## src/rtl/regfile_access_ctrl_pkg.sv

```systemverilog
// Shared types and defaults for the register-file port arbiter.
// State encodings are fixed so that debug probes can decode them directly.
package regfile_access_ctrl_pkg;

    localparam int DEF_REG_WIDTH  = 5;
    localparam int DEF_DATA_WIDTH = 32;
    localparam int STREAK_W       = 4;

    typedef enum logic {
        WB_PRIO = 1'b0,
        RD_PRIO = 1'b1
    } arb_state_t;

    // Next streak value and whether it hits the configured limit.
    function automatic logic streak_at_limit(input logic [STREAK_W-1:0] streak,
                                             input int limit);
        return (streak + STREAK_W'(1)) == STREAK_W'(limit);
    endfunction

endpackage

```

## src/rtl/regfile_access_ctrl_if.sv

```systemverilog
// Bundle of decode-read, writeback and register_file port signals.
// slave = arbiter view, master = requesters plus register_file view.
interface regfile_access_ctrl_if
    import regfile_access_ctrl_pkg::*;
#(
    parameter int reg_width  = DEF_REG_WIDTH,
    parameter int data_width = DEF_DATA_WIDTH
) ();
    logic                  rd_req_valid;
    logic                  rd_req_ready;
    logic [reg_width-1:0]  rd_req_rs1;
    logic [reg_width-1:0]  rd_req_rs2;
    logic                  rd_req_two;
    logic                  rd_resp_valid;
    logic [data_width-1:0] rd_resp_rs1_data;
    logic [data_width-1:0] rd_resp_rs2_data;

    logic                  wb_valid;
    logic                  wb_ready;
    logic [reg_width-1:0]  wb_rd;
    logic [data_width-1:0] wb_data;

    logic                  rf_rd_en;
    logic                  rf_rs1_en;
    logic                  rf_rs2_en;
    logic [reg_width-1:0]  rf_rd;
    logic [reg_width-1:0]  rf_rs1;
    logic [reg_width-1:0]  rf_rs2;
    logic [data_width-1:0] rf_rd_din;
    logic [data_width-1:0] rf_rs1_dout;
    logic [data_width-1:0] rf_rs2_dout;

`ifdef REGFILE_SCOREBOARD_EN
    logic                  reserve_valid;
    logic [reg_width-1:0]  reserve_rd;
`endif

    modport slave (
`ifdef REGFILE_SCOREBOARD_EN
        input  reserve_valid, reserve_rd,
`endif
        input  rd_req_valid, rd_req_rs1, rd_req_rs2, rd_req_two,
        output rd_req_ready, rd_resp_valid, rd_resp_rs1_data, rd_resp_rs2_data,
        input  wb_valid, wb_rd, wb_data,
        output wb_ready,
        output rf_rd_en, rf_rs1_en, rf_rs2_en, rf_rd, rf_rs1, rf_rs2, rf_rd_din,
        input  rf_rs1_dout, rf_rs2_dout
    );

    modport master (
`ifdef REGFILE_SCOREBOARD_EN
        output reserve_valid, reserve_rd,
`endif
        output rd_req_valid, rd_req_rs1, rd_req_rs2, rd_req_two,
        input  rd_req_ready, rd_resp_valid, rd_resp_rs1_data, rd_resp_rs2_data,
        output wb_valid, wb_rd, wb_data,
        input  wb_ready,
        input  rf_rd_en, rf_rs1_en, rf_rs2_en, rf_rd, rf_rs1, rf_rs2, rf_rd_din,
        output rf_rs1_dout, rf_rs2_dout
    );

endinterface

```

## src/rtl/regfile_access_ctrl_scoreboard.sv

```systemverilog
// Pending-destination tracker: set on reserve, clear on accepted write, x0 never pending.
// Latency: set/clear visible to o_blocked from the next cycle; blocked output is combinational.
// Backpressure: none of its own; o_blocked stalls decode reads in the arbiter.
module regfile_scoreboard
    import regfile_access_ctrl_pkg::*;
#(
    parameter int reg_width = DEF_REG_WIDTH
) (
    input  logic                 clk,
    input  logic                 rst,
    input  logic                 i_set_vld,
    input  logic [reg_width-1:0] i_set_idx,
    input  logic                 i_clr_vld,
    input  logic [reg_width-1:0] i_clr_idx,
    input  logic [reg_width-1:0] i_rs1,
    input  logic [reg_width-1:0] i_rs2,
    input  logic                 i_two,
    output logic                 o_blocked
);
    localparam int NREG = 2 ** reg_width;

    logic [NREG-1:0] r_pending;
    logic [NREG-1:0] w_set;
    logic [NREG-1:0] w_clr;
    logic [NREG-1:0] w_next;

    // Set is applied after clear so a same-cycle set and clear leaves the bit pending.
    always_comb begin
        w_set = '0;
        w_clr = '0;
        if (i_set_vld) w_set[i_set_idx] = 1'b1;
        if (i_clr_vld) w_clr[i_clr_idx] = 1'b1;
        w_next    = (r_pending & ~w_clr) | w_set;
        w_next[0] = 1'b0;
    end

    always_ff @(posedge clk) begin
        if (rst) r_pending <= '0;
        else     r_pending <= w_next;
    end

    assign o_blocked = r_pending[i_rs1] || (i_two && r_pending[i_rs2]);

endmodule

```

## src/rtl/regfile_access_ctrl.sv

```systemverilog
// Arbitrates the single register_file port: writeback first, reads after max_wb_streak losses.
// Latency: grant combinational in the request cycle; rd_resp_valid one cycle after a read grant.
// Backpressure: rd_req_ready/wb_ready per cycle; response has none. Optional REGFILE_SCOREBOARD_EN.
module regfile_access_ctrl
    import regfile_access_ctrl_pkg::*;
#(
    parameter int reg_width     = DEF_REG_WIDTH,
    parameter int data_width    = DEF_DATA_WIDTH,
    parameter int max_wb_streak = 4
) (
    input  logic                 clk,
    input  logic                 rst,
    regfile_access_ctrl_if.slave bus
);
    arb_state_t          r_state;
    logic [STREAK_W-1:0] r_streak;
    logic                r_resp_vld;
    logic                r_resp_two;

    logic w_blocked;
    logic w_wb_real;
    logic w_wb_x0;
    logic w_rd_elig;
    logic w_wr_grant;
    logic w_rd_grant;
    logic w_wb_acc;

`ifdef REGFILE_SCOREBOARD_EN
    regfile_scoreboard #(.reg_width(reg_width)) u_scoreboard (
        .clk       (clk),
        .rst       (rst),
        .i_set_vld (bus.reserve_valid),
        .i_set_idx (bus.reserve_rd),
        .i_clr_vld (w_wb_acc),
        .i_clr_idx (bus.wb_rd),
        .i_rs1     (bus.rd_req_rs1),
        .i_rs2     (bus.rd_req_rs2),
        .i_two     (bus.rd_req_two),
        .o_blocked (w_blocked)
    );
`else
    assign w_blocked = 1'b0;
`endif

    assign w_wb_real = bus.wb_valid && (bus.wb_rd != '0);
    assign w_wb_x0   = bus.wb_valid && (bus.wb_rd == '0);
    assign w_rd_elig = bus.rd_req_valid && !w_blocked;

    always_comb begin
        w_wr_grant = 1'b0;
        w_rd_grant = 1'b0;
        if (!rst) begin
            if (r_state == RD_PRIO) begin
                w_rd_grant = w_rd_elig;
                w_wr_grant = w_wb_real && !w_rd_elig;
            end else begin
                w_wr_grant = w_wb_real;
                w_rd_grant = w_rd_elig && !w_wb_real;
            end
        end
    end

    // x0 writes are acknowledged without touching the port.
    assign w_wb_acc = w_wr_grant || (w_wb_x0 && !rst);

    assign bus.wb_ready     = w_wb_acc;
    assign bus.rd_req_ready = w_rd_grant;
    assign bus.rf_rd_en     = w_wr_grant;
    assign bus.rf_rd        = w_wr_grant ? bus.wb_rd : '0;
    assign bus.rf_rd_din    = w_wr_grant ? bus.wb_data : '0;
    assign bus.rf_rs1_en    = w_rd_grant;
    assign bus.rf_rs1       = w_rd_grant ? bus.rd_req_rs1 : '0;
    assign bus.rf_rs2_en    = w_rd_grant && bus.rd_req_two;
    assign bus.rf_rs2       = (w_rd_grant && bus.rd_req_two) ? bus.rd_req_rs2 : '0;

    always_ff @(posedge clk) begin
        if (rst) begin
            r_state    <= WB_PRIO;
            r_streak   <= '0;
            r_resp_vld <= 1'b0;
            r_resp_two <= 1'b0;
        end else begin
            r_resp_vld <= w_rd_grant;
            r_resp_two <= w_rd_grant && bus.rd_req_two;
            case (r_state)
                WB_PRIO: begin
                    if (w_wr_grant && w_rd_elig) begin
                        r_streak <= r_streak + STREAK_W'(1);
                        if (streak_at_limit(r_streak, max_wb_streak)) r_state <= RD_PRIO;
                    end else begin
                        r_streak <= '0;
                    end
                end
                RD_PRIO: begin
                    r_state  <= WB_PRIO;
                    r_streak <= '0;
                end
                default: begin
                    r_state  <= WB_PRIO;
                    r_streak <= '0;
                end
            endcase
        end
    end

    // A reset arriving while a response is in flight suppresses it immediately.
    assign bus.rd_resp_valid    = r_resp_vld && !rst;
    assign bus.rd_resp_rs1_data = bus.rf_rs1_dout;
    assign bus.rd_resp_rs2_data = r_resp_two ? bus.rf_rs2_dout : '0;

endmodule

```

## src/flat_wrapper.sv

```systemverilog
// flat-port wrapper written by rule: the top's interface ports become plain ports
module regfile_access_ctrl_flat import regfile_access_ctrl_pkg::*;
#(
    parameter int reg_width     = DEF_REG_WIDTH,
    parameter int data_width    = DEF_DATA_WIDTH,
    parameter int max_wb_streak = 4
)
  (clk, rst, bus_rd_req_valid, bus_rd_req_rs1, bus_rd_req_rs2, bus_rd_req_two, bus_rd_req_ready, bus_rd_resp_valid, bus_rd_resp_rs1_data, bus_rd_resp_rs2_data, bus_wb_valid, bus_wb_rd, bus_wb_data, bus_wb_ready, bus_rf_rd_en, bus_rf_rs1_en, bus_rf_rs2_en, bus_rf_rd, bus_rf_rs1, bus_rf_rs2, bus_rf_rd_din, bus_rf_rs1_dout, bus_rf_rs2_dout);
  regfile_access_ctrl_if #(.reg_width(reg_width), .data_width(data_width)) bus_i ();
  input  logic clk;
  input  logic rst;
  input wire logic [$bits(bus_i.rd_req_valid)-1:0] bus_rd_req_valid;
  input wire logic [$bits(bus_i.rd_req_rs1)-1:0] bus_rd_req_rs1;
  input wire logic [$bits(bus_i.rd_req_rs2)-1:0] bus_rd_req_rs2;
  input wire logic [$bits(bus_i.rd_req_two)-1:0] bus_rd_req_two;
  output wire logic [$bits(bus_i.rd_req_ready)-1:0] bus_rd_req_ready;
  output wire logic [$bits(bus_i.rd_resp_valid)-1:0] bus_rd_resp_valid;
  output wire logic [$bits(bus_i.rd_resp_rs1_data)-1:0] bus_rd_resp_rs1_data;
  output wire logic [$bits(bus_i.rd_resp_rs2_data)-1:0] bus_rd_resp_rs2_data;
  input wire logic [$bits(bus_i.wb_valid)-1:0] bus_wb_valid;
  input wire logic [$bits(bus_i.wb_rd)-1:0] bus_wb_rd;
  input wire logic [$bits(bus_i.wb_data)-1:0] bus_wb_data;
  output wire logic [$bits(bus_i.wb_ready)-1:0] bus_wb_ready;
  output wire logic [$bits(bus_i.rf_rd_en)-1:0] bus_rf_rd_en;
  output wire logic [$bits(bus_i.rf_rs1_en)-1:0] bus_rf_rs1_en;
  output wire logic [$bits(bus_i.rf_rs2_en)-1:0] bus_rf_rs2_en;
  output wire logic [$bits(bus_i.rf_rd)-1:0] bus_rf_rd;
  output wire logic [$bits(bus_i.rf_rs1)-1:0] bus_rf_rs1;
  output wire logic [$bits(bus_i.rf_rs2)-1:0] bus_rf_rs2;
  output wire logic [$bits(bus_i.rf_rd_din)-1:0] bus_rf_rd_din;
  input wire logic [$bits(bus_i.rf_rs1_dout)-1:0] bus_rf_rs1_dout;
  input wire logic [$bits(bus_i.rf_rs2_dout)-1:0] bus_rf_rs2_dout;
  assign bus_i.rd_req_valid = bus_rd_req_valid;
  assign bus_i.rd_req_rs1 = bus_rd_req_rs1;
  assign bus_i.rd_req_rs2 = bus_rd_req_rs2;
  assign bus_i.rd_req_two = bus_rd_req_two;
  assign bus_rd_req_ready = bus_i.rd_req_ready;
  assign bus_rd_resp_valid = bus_i.rd_resp_valid;
  assign bus_rd_resp_rs1_data = bus_i.rd_resp_rs1_data;
  assign bus_rd_resp_rs2_data = bus_i.rd_resp_rs2_data;
  assign bus_i.wb_valid = bus_wb_valid;
  assign bus_i.wb_rd = bus_wb_rd;
  assign bus_i.wb_data = bus_wb_data;
  assign bus_wb_ready = bus_i.wb_ready;
  assign bus_rf_rd_en = bus_i.rf_rd_en;
  assign bus_rf_rs1_en = bus_i.rf_rs1_en;
  assign bus_rf_rs2_en = bus_i.rf_rs2_en;
  assign bus_rf_rd = bus_i.rf_rd;
  assign bus_rf_rs1 = bus_i.rf_rs1;
  assign bus_rf_rs2 = bus_i.rf_rs2;
  assign bus_rf_rd_din = bus_i.rf_rd_din;
  assign bus_i.rf_rs1_dout = bus_rf_rs1_dout;
  assign bus_i.rf_rs2_dout = bus_rf_rs2_dout;
  regfile_access_ctrl #(.reg_width(reg_width), .data_width(data_width), .max_wb_streak(max_wb_streak)) u_core (.clk(clk), .rst(rst), .bus(bus_i));
endmodule
```

## config.mk

```make
export PLATFORM = sky130hd
export DESIGN_NAME = regfile_access_ctrl_flat
export DESIGN_NICKNAME = d
export VERILOG_FILES = /design/src/rtl/regfile_access_ctrl_pkg.sv /design/src/rtl/regfile_access_ctrl_if.sv /design/src/rtl/regfile_access_ctrl_scoreboard.sv /design/src/rtl/regfile_access_ctrl.sv /design/src/flat_wrapper.sv
export SDC_FILE = /design/constraint.sdc
export NUM_CORES = 1
export LEC_CHECK = 0
export ABC_AREA = 1
export ABC_CLOCK_PERIOD_IN_PS = 950
export BUFFER_PORTS_ARGS = -buffer_cell sky130_fd_sc_hd__buf_2
export CAP_MARGIN = 20
export CORE_AREA = 3 3 90 92
export CTS_CLUSTER_SIZE = 28
export DETAILED_ROUTE_END_ITERATION = 8
export DIE_AREA = 0 0 93 95
export SLEW_MARGIN = 20
export SYNTH_ARGS = -nofsm -noshare
export SYNTH_HDL_FRONTEND = slang
export SYNTH_SLANG_ARGS = --single-unit
```

## constraint.sdc

```tcl
create_clock -name clk -period 0.95 [get_ports clk]
set_input_delay 0.0475 -clock clk [delete_from_list [all_inputs] [get_ports clk]]
set_output_delay 0.0475 -clock clk [all_outputs]
set_load 0.02 [all_outputs]
```

After elaboration in Yosys (flattened, before gate mapping)
Index checks and enable logic that the tools add are counted.

$add $sub $neg: 1. Eq/ne operators: 1. Mux-type cells: 14. Bitwise operators: 1. Reductions and logical operators: 14.

Operators by type and width (number): 32-bit two-way mux (2); 5-bit two-way mux (3); 1-bit logical AND (8); 4-bit case mux with 2 select lines (1); 1-bit two-way mux (6); 5-bit logical NOT (1); 5-bit nonzero test (1); 4-bit by 1-bit adder with 4-bit output (second input constant) (1); 4-bit by 3-bit equality test with 1-bit output (second input constant) (1); 4-bit two-way mux (1); 1-bit logical NOT (3); 1-bit case mux with 2 select lines (1); 1-bit logical OR (1); 1-bit NOT (1).

Register bits: 7. Input port bits: 116. Output and inout port bits: 117. Logic and storage cells: 35.

Logic depth before layout (Yosys ltp)
Gate-level depths: netlist of run 1.

Depth after elaboration: 8. Mapped depth: 6. Gate-level depth less buffers: 5.

Worst setup path before layout of run 1
Ideal clock, no wire load.

Path kind: reg-to-output. From: register u_core.r_state. To: output bus_rf_rd[0]. Arrival: 942 ps. Data required time: 902 ps. Path slack: -39 ps. Stages on the path, launching flop included: 6. Path buffers: 2. Path through: dfxtp_1 -> nand2_1 -> nand3_2 -> buf_6 -> buf_12 -> nor2_2.

Longest elaborated chain between the ends: 3.

Ends and longest elaborated chain: start, declared (RTL line regfile_access_ctrl.sv:15) `arb_state_t r_state;`; start signal, assigned (RTL line regfile_access_ctrl.sv:78) `r_state <= WB_PRIO;`; start signal, assigned (RTL line regfile_access_ctrl.sv:89) `if (streak_at_limit(r_streak, max_wb_streak)) r_state <= RD_PRIO;`; start signal, assigned (RTL line regfile_access_ctrl.sv:95) `r_state <= WB_PRIO;`; 1-bit two-way mux (RTL line regfile_access_ctrl.sv:53) `if (r_state == RD_PRIO) begin`; 1-bit two-way mux (RTL line regfile_access_ctrl.sv:52) `if (!rst) begin`; 5-bit two-way mux (RTL line regfile_access_ctrl.sv:69) `assign bus.rf_rd = w_wr_grant ? bus.wb_rd : '0;`; end, declared (RTL line flat_wrapper.sv:27) `output wire logic [$bits(bus_i.rf_rd)-1:0] bus_rf_rd;`.

Every way passes these cells.

Worst setup path after layout of run 1
From: register u_core.r_state. To: output bus_rf_rs2[1].

Longest elaborated chain between the ends: 4.

Ends and longest elaborated chain: 1-bit two-way mux (RTL line regfile_access_ctrl.sv:53); 1-bit two-way mux (RTL line regfile_access_ctrl.sv:52); 1-bit logical AND (RTL line regfile_access_ctrl.sv:74) `assign bus.rf_rs2 = (w_rd_grant && bus.rd_req_two) ? bus.rd_req_rs2 : '0;`; 5-bit two-way mux (RTL line regfile_access_ctrl.sv:74); end, declared (RTL line flat_wrapper.sv:29) `output wire logic [$bits(bus_i.rf_rs2)-1:0] bus_rf_rs2;`.

Every way passes these cells.

==> results of run 1 <==
## per-stage QoR
| stage | instance area, um^2 | utilization | instances | hold slack (ps) | setup WS, ps |
|---|---|---|---|---|---|
| CTS | 2840 | 0.389 | 493 | 95.1 | -271 |
| global placement | 2040 | 0.279 | 478 | 95.1 | -95.8 |
| finish | 2990 | 0.410 | 490 | 95.0 | -299 |
| global route | 2990 | 0.410 | 490 | 95.0 | -365 |
| floorplan | 1310 | - | 244 | 175 | -39.1 |
| detailed placement | 2040 | 0.279 | 478 | 95.1 | -134 |
## worst reg2reg max path, stage by stage, from the launching register on
cell     delay [ps]
dfxtp_2         360
nand2_4          70
buf_4           140
buf_6           100
buf_6           100
nand4_1         170
nor2_1           80
## synthesized netlist by cell type, types with 2 or more instances
master    count
buf_12        2
buf_4        33
clkbuf_1      3
dfxtp_1       7
ha_1          2
inv_1        90
nand2_1      37
nand3_1       2
nand3_2       3
nand4_1       2
nor2_1       37
nor2_2       20
## state kept, by name (all words and copies together) (netlist names)
name / flops
u_core.r_resp_two: 1
u_core.r_resp_vld: 1
u_core.r_state: 1
u_core.r_streak: 4
## power groups by stage
stage,combinational [mW],sequential (mW),clock [mW]
finish,0.904,0.305,0.415
global placement,0.622,0.308,0
CTS,0.841,0.303,0.428
floorplan,0.533,0.309,0
global route,0.969,0.305,0.441
detailed placement,0.628,0.308,0
## final cells by class
type	count	area share
sequential	7	0.0486
inverter	91	0.114
multi-input combinational	106	0.293
tap	99	0.0415
clock buffer	4	0.0151
timing repair buffer	183	0.488
## how the worst max path moves through the flow
stage                    from           endpoint  slack (ps)  cells past startpoint
6_report       u_core.r_state      bus_rf_rs2[1]        -300                      5
4_1_cts        u_core.r_state   bus_rf_rd_din[1]        -270                      5
3_5_place_dp     bus_wb_rd[4]      bus_rf_rs1[3]        -130                      7
3_3_place_gp     bus_wb_rd[4]      bus_rf_rs1[1]        -100                      7
2_1_floorplan  u_core.r_state       bus_rf_rd[0]         -40                      5
5_1_grt        u_core.r_state  bus_rf_rd_din[31]        -370                      5
## repair_timing
action,CTS,global route
setup endpoints to repair,85,89
buffers inserted,7,3
pin swaps,6,9
hold buffers,0,0
gates resized for setup,223,70
gates cloned,4,0
## logic make-up (layout without fill, tap and decap cells)
group | Yosys count | after routing | share of synthesized area
buffers and inverters | 131 | 278 | 0.504
xor gates and xnor gates | 1 | 1 | 0.00672
adders and majority gates | 2 | 2 | 0.0192
and+or+nand+nor | 102 | 102 | 0.358
AOI/OAI and AO/OA | 1 | 1 | 0.00480
DFF | 7 | 7 | 0.107
## per-layer routing
metal  vias up  part of all wire
met5         -                 0
met4         0             0.011
met3        12             0.077
met2        86              0.60
met1       820              0.31
li1        908                 -
==> results_dict.tcl, run 1 <==
set metrics [dict create \
    finalSetupViolations 90 \
    firstDrtPassIters 3 \
    p_seq_frac 0.188 \
    synthTopCellsByArea "inv_1 (26%), buf_4 (19%), dfxtp_1 (11%), nand2_1 (11%), nor2_1 (11%)" \
    grt_usage 0.114 \
    ff2ff_path_depth 6 \
    gr-usage-met1 0.117 \
    drv_slew 0 \
    dieHeight_um 95 \
    worstHoldStart "bus_rf_rs1_dout[16]" \
    critPathBufInv 1 \
    fin_ws_ps -299 \
    postSynth.asyncResetShare 0 \
    final-hold-violation-count 0 \
    clkPwrFrac 0.255 \
    hpwl_um 3870 \
    ant_nets 0 \
    grt_pass1_vias 1900 \
    min_period_ps 1250 \
    cp_slowest_cell "dfxtp_2" \
    final_common_cell "buf_2" \
    status "complete, but fails checks" \
    cts_tree "done" \
    cp.arrival_ps 1200 \
    antenna_found_initial 0 \
    max_slew_margin 0.747 \
    hp-class "in2out" \
    num_rows 31 \
    nets 510 \
    cp-end-kind "primary output" \
    cp.required_ps 900 \
    synth_top_area_frac 0.259 \
    ys_ff_latch 7 \
    cpMostUsedCell "nor2_1" \
    p_per_area_nw_per_um2 543 \
    fin_crit_sh 1.31 \
    vias 1826 \
    critPathLaunchType "register" \
    drc_errors 0 \
    p_total_mw 1.62 \
    r2r_end "u_core.r_state" \
    p_leak_nw 2.04 \
    cts.clk_slew.worst_paths_ps 40 \
    tns_ps -18190 \
    layout_common_cells "buf_2 (88), buf_6 (64), inv_1 (57), nand2_4 (34), inv_2 (34)" \
    htreeDepth 1 \
    nFillCells 778 \
    grt_use_met2 0.230 \
    max_stage_delay_ps 360 \
    synthFlopType "dfxtp_1" \
    grt.overflow.total 0 \
    grt_use_met3 0.0271 \
    crit_family "simple AND/OR/NAND/NOR gates" \
    via_per_inst 3.73 \
    coreArea_um2 7290 \
    ys_types 18 \
    synth_edf_count 0 \
    p_comb_frac 0.557 \
    reg2reg_slack_ps -190 \
    synth_area_um2 1300 \
    synth_area_per_cell_um2 5.34 \
    area_growth_pct 129 \
    switching_share 0.383 \
    portBuffers 168 \
    whs_endpoint "bus_rd_resp_rs1_data[16]" \
    violations "setup timing" \
    diodes 0 \
    r2r_start "u_core.r_state" \
    clock.fmax_mhz 801 \
    yosysWarnings 0 \
    initial_core_util 0.179 \
    io_pins 233 \
    yosysTopAreaCell "inv_1" \
    wl_per_cell_um 11.9 \
    grt_pass1_wl_um 8400 \
    p_switching_mw 0.621 \
    synth_fp_nets 362 \
    multiInputGateArea_um2 875 \
    routed_wl_um 5820 \
    register_area_um2 145 \
    path_class "reg2out" \
    die_x_um 93 \
    grt_max_degree 30 \
    clock_latency_ps 220 \
    dr.first_iter.drc_count 15 \
    ys_seq_area_frac 0.107 \
    busiest_layer "met2" \
    crit_path_max_fanout 7 \
    cts_buffers 3 \
    p_int_mw 1.00 \
    clock_skew_ps 0.768 \
    drive_gt1_frac 0.765 \
    ir_drop_mv 0.533 \
    worstPathCellList "nor2_1 -> nand2_2 -> nand3_4 -> nor2_1 -> buf_4" \
    cts.path.max_buffers 2 \
    gp_congestion 0.661 \
    rsz0062_at_grt "true" \
    worst_pin_slew_ps 378 \
    die-area_um2 8840 \
    max_cap_viol_count 0 \
    synthCells 244 \
    cts_root_buffer "clkbuf_8" \
    clock_sinks 7 \
    min_path_cells 0 \
]
Power figures use the tool's default switching activity.
==> run 2: changes to the inputs <==
- CORE_AREA: 3 3 90 92 -> 2 2 92 94
- DIE_AREA: 0 0 93 95 -> 0 0 94 96
==> run 2 against run 1 <==
The flow still finishes with violations (setup timing). Register-to-register slack gained 120 ps. Count of clock-buffer cells in the layout unchanged. Clock skew increased by 1.0 ps. Clock power about the same. Non-clock buffer count down 2. Combinational power down 3.8%.
==> results_dict.tcl, run 2 (same netlist as run 1, synthesis figures left out) <==
set metrics [dict create \
    status "complete, but fails checks" \
    violations "setup timing" \
    instances_no_fill 494 \
    cp.depth 5 \
    hold_buffers 0 \
    coreArea_um2 8050 \
    gp_congestion 0.704 \
    tns_ps -16420 \
    clock_latency_ps 220 \
    grt_usage 0.102 \
    max_slew_margin 0.745 \
    clock_sinks 7 \
    r2r_start "u_core.r_state" \
    dr.first_iter.drc_count 16 \
    p_leak_nw 2.02 \
    worst_pin_slew_ps 381 \
    routed_wl_um 5320 \
    drv_slew 0 \
    worstPathCellList "nand2_4 -> nand3_4 -> buf_16 -> nor2_2 -> buf_6" \
    area_growth_pct 125 \
    wl_per_cell_um 10.8 \
    grt_pass1_wl_um 7500 \
    initial_core_util 0.162 \
    grt_max_degree 20 \
    cts_tree "done" \
    die-area_um2 9020 \
    min_path_cells 0 \
    layout_common_cells "buf_2 (86), inv_1 (57), buf_6 (57), inv_2 (34), nand2_4 (33)" \
    cp.arrival_ps 1170 \
    ff2ff_path_depth 5 \
    clock.fmax_mhz 819 \
    num_rows 33 \
    min_period_ps 1220 \
    fin_area_um2 2940 \
    endpoint "bus_rf_rd_din[25]" \
    r2r_end "u_core.r_streak[1]" \
    crit_path_max_fanout 19 \
    finalSetupViolations 89 \
    antenna_found_initial 0 \
    critPathLaunchType "register" \
    p_per_area_nw_per_um2 543 \
    grt.overflow.total 0 \
    cts.clk_slew.worst_paths_ps 40 \
    crit_family "flip-flops" \
    cts_root_buffer "clkbuf_8" \
    grt_pass1_vias 1727 \
    fin_crit_sh 1.29 \
    utilization 0.365 \
    max_stage_delay_ps 330 \
    critPathBufInv 2 \
    cp_slowest_cell "dfxtp_2" \
    placed_area_um2 2040 \
    clock_skew_ps 1.77 \
    fin_ws_ps -272 \
    vias 1805 \
    dieHeight_um 96 \
    portBuffers 168 \
    io_pins 233 \
    reg2reg_slack_ps -70 \
    drive_gt1_frac 0.756 \
    nets 508 \
    firstDrtPassIters 4 \
    placed_cells 484 \
    ir_drop_mv 0.519 \
    rsz0062_at_grt "true" \
    die_x_um 94 \
    cts.path.max_buffers 2 \
    hp-class "in2out" \
    drc_errors 0 \
    max_cap_viol_count 0 \
    cp-startpoint "u_core.r_state" \
    cts_buffers 3 \
    largest_register "u_core.r_streak" \
    cp-end-kind "primary output" \
    hpwl_um 3490 \
    final-hold-violation-count 0 \
    htreeDepth 1 \
    cp.required_ps 900 \
    final_common_cell "buf_2" \
    path_class "reg2out" \
    via_per_inst 3.65 \
    largest_reg_flops 4 \
    ant_nets 0 \
    diodes 0 \
]
-- run 2: changes by cell type in the layout (fill, tap and decap cells not counted), moves of 2 or more --
cell     before  now
buf_2        88   86
buf_4        26   32
buf_6        64   57
dfxtp_1       5    3
dfxtp_2       1    3
ha_1          2    0
ha_4          0    2
nor2_1       19   27
nor2_2       28   30
nor2_4       11    1
-- run 2: where the power goes --
part	switching (mW)	internal (mW)
sequential	0.00732	0.299
combinational	0.464	0.406
clock	0.127	0.290
-- run 2: metrics by stage --
| stage | worst slack [ps] | total power, mW | hold slack (ps) |
|---|---|---|---|
| 2_1_floorplan | -39.1 | 0.842 | 175 |
| 3_3_place_gp | -92.2 | 0.927 | 95.1 |
| 3_5_place_dp | -129 | 0.935 | 95.1 |
| 4_1_cts | -300 | 1.54 | 95.1 |
| 5_1_grt | -347 | 1.69 | 95.0 |
| 6_report | -272 | 1.59 | 95.0 |
-- run 2: worst min path at each step --
stage / startpoint / to / slack [ps]
after floorplan: rst / bus_rd_resp_valid / 170
after global placement: bus_rf_rs1_dout[13] / bus_rd_resp_rs1_data[13] / 100
after detailed placement: bus_rf_rs1_dout[13] / bus_rd_resp_rs1_data[13] / 100
after CTS: bus_rf_rs1_dout[13] / bus_rd_resp_rs1_data[13] / 100
after global routing: bus_rf_rs1_dout[22] / bus_rd_resp_rs1_data[22] / 100
final: bus_rf_rs1_dout[17] / bus_rd_resp_rs1_data[17] / 100
-- run 2: per-layer routing --
layer	track usage	wire length, um
met5	0	0
met4	0.0266	44
met3	0.0219	335
met2	0.194	3090
met1	0.114	1850
-- run 2: layout make-up --
class / instances / area, um^2
clock buffers: 4 / 45.0
flip-flops and latches: 7 / 148
repair buffers: 181 / 1440
inverters: 91 / 342
fillers: 857 / 5110
multi-input cells: 106 / 832
well taps: 105 / 131
-- run 2: worst reg2reg max path: cells and delay by family (launching register included) --
kind | cells | cell delay [ps]
and+or+nand+nor | 3 | 440
DFF | 1 | 330
buffers and inverters | 2 | 190
-- run 2: repair_timing --
action	CTS	global route
cloned	4	0
gates resized for setup	180	91
buffers inserted	3	3
setup endpoints to repair	84	87
endpoints found under the hold margin	0	0
pin swaps	2	6
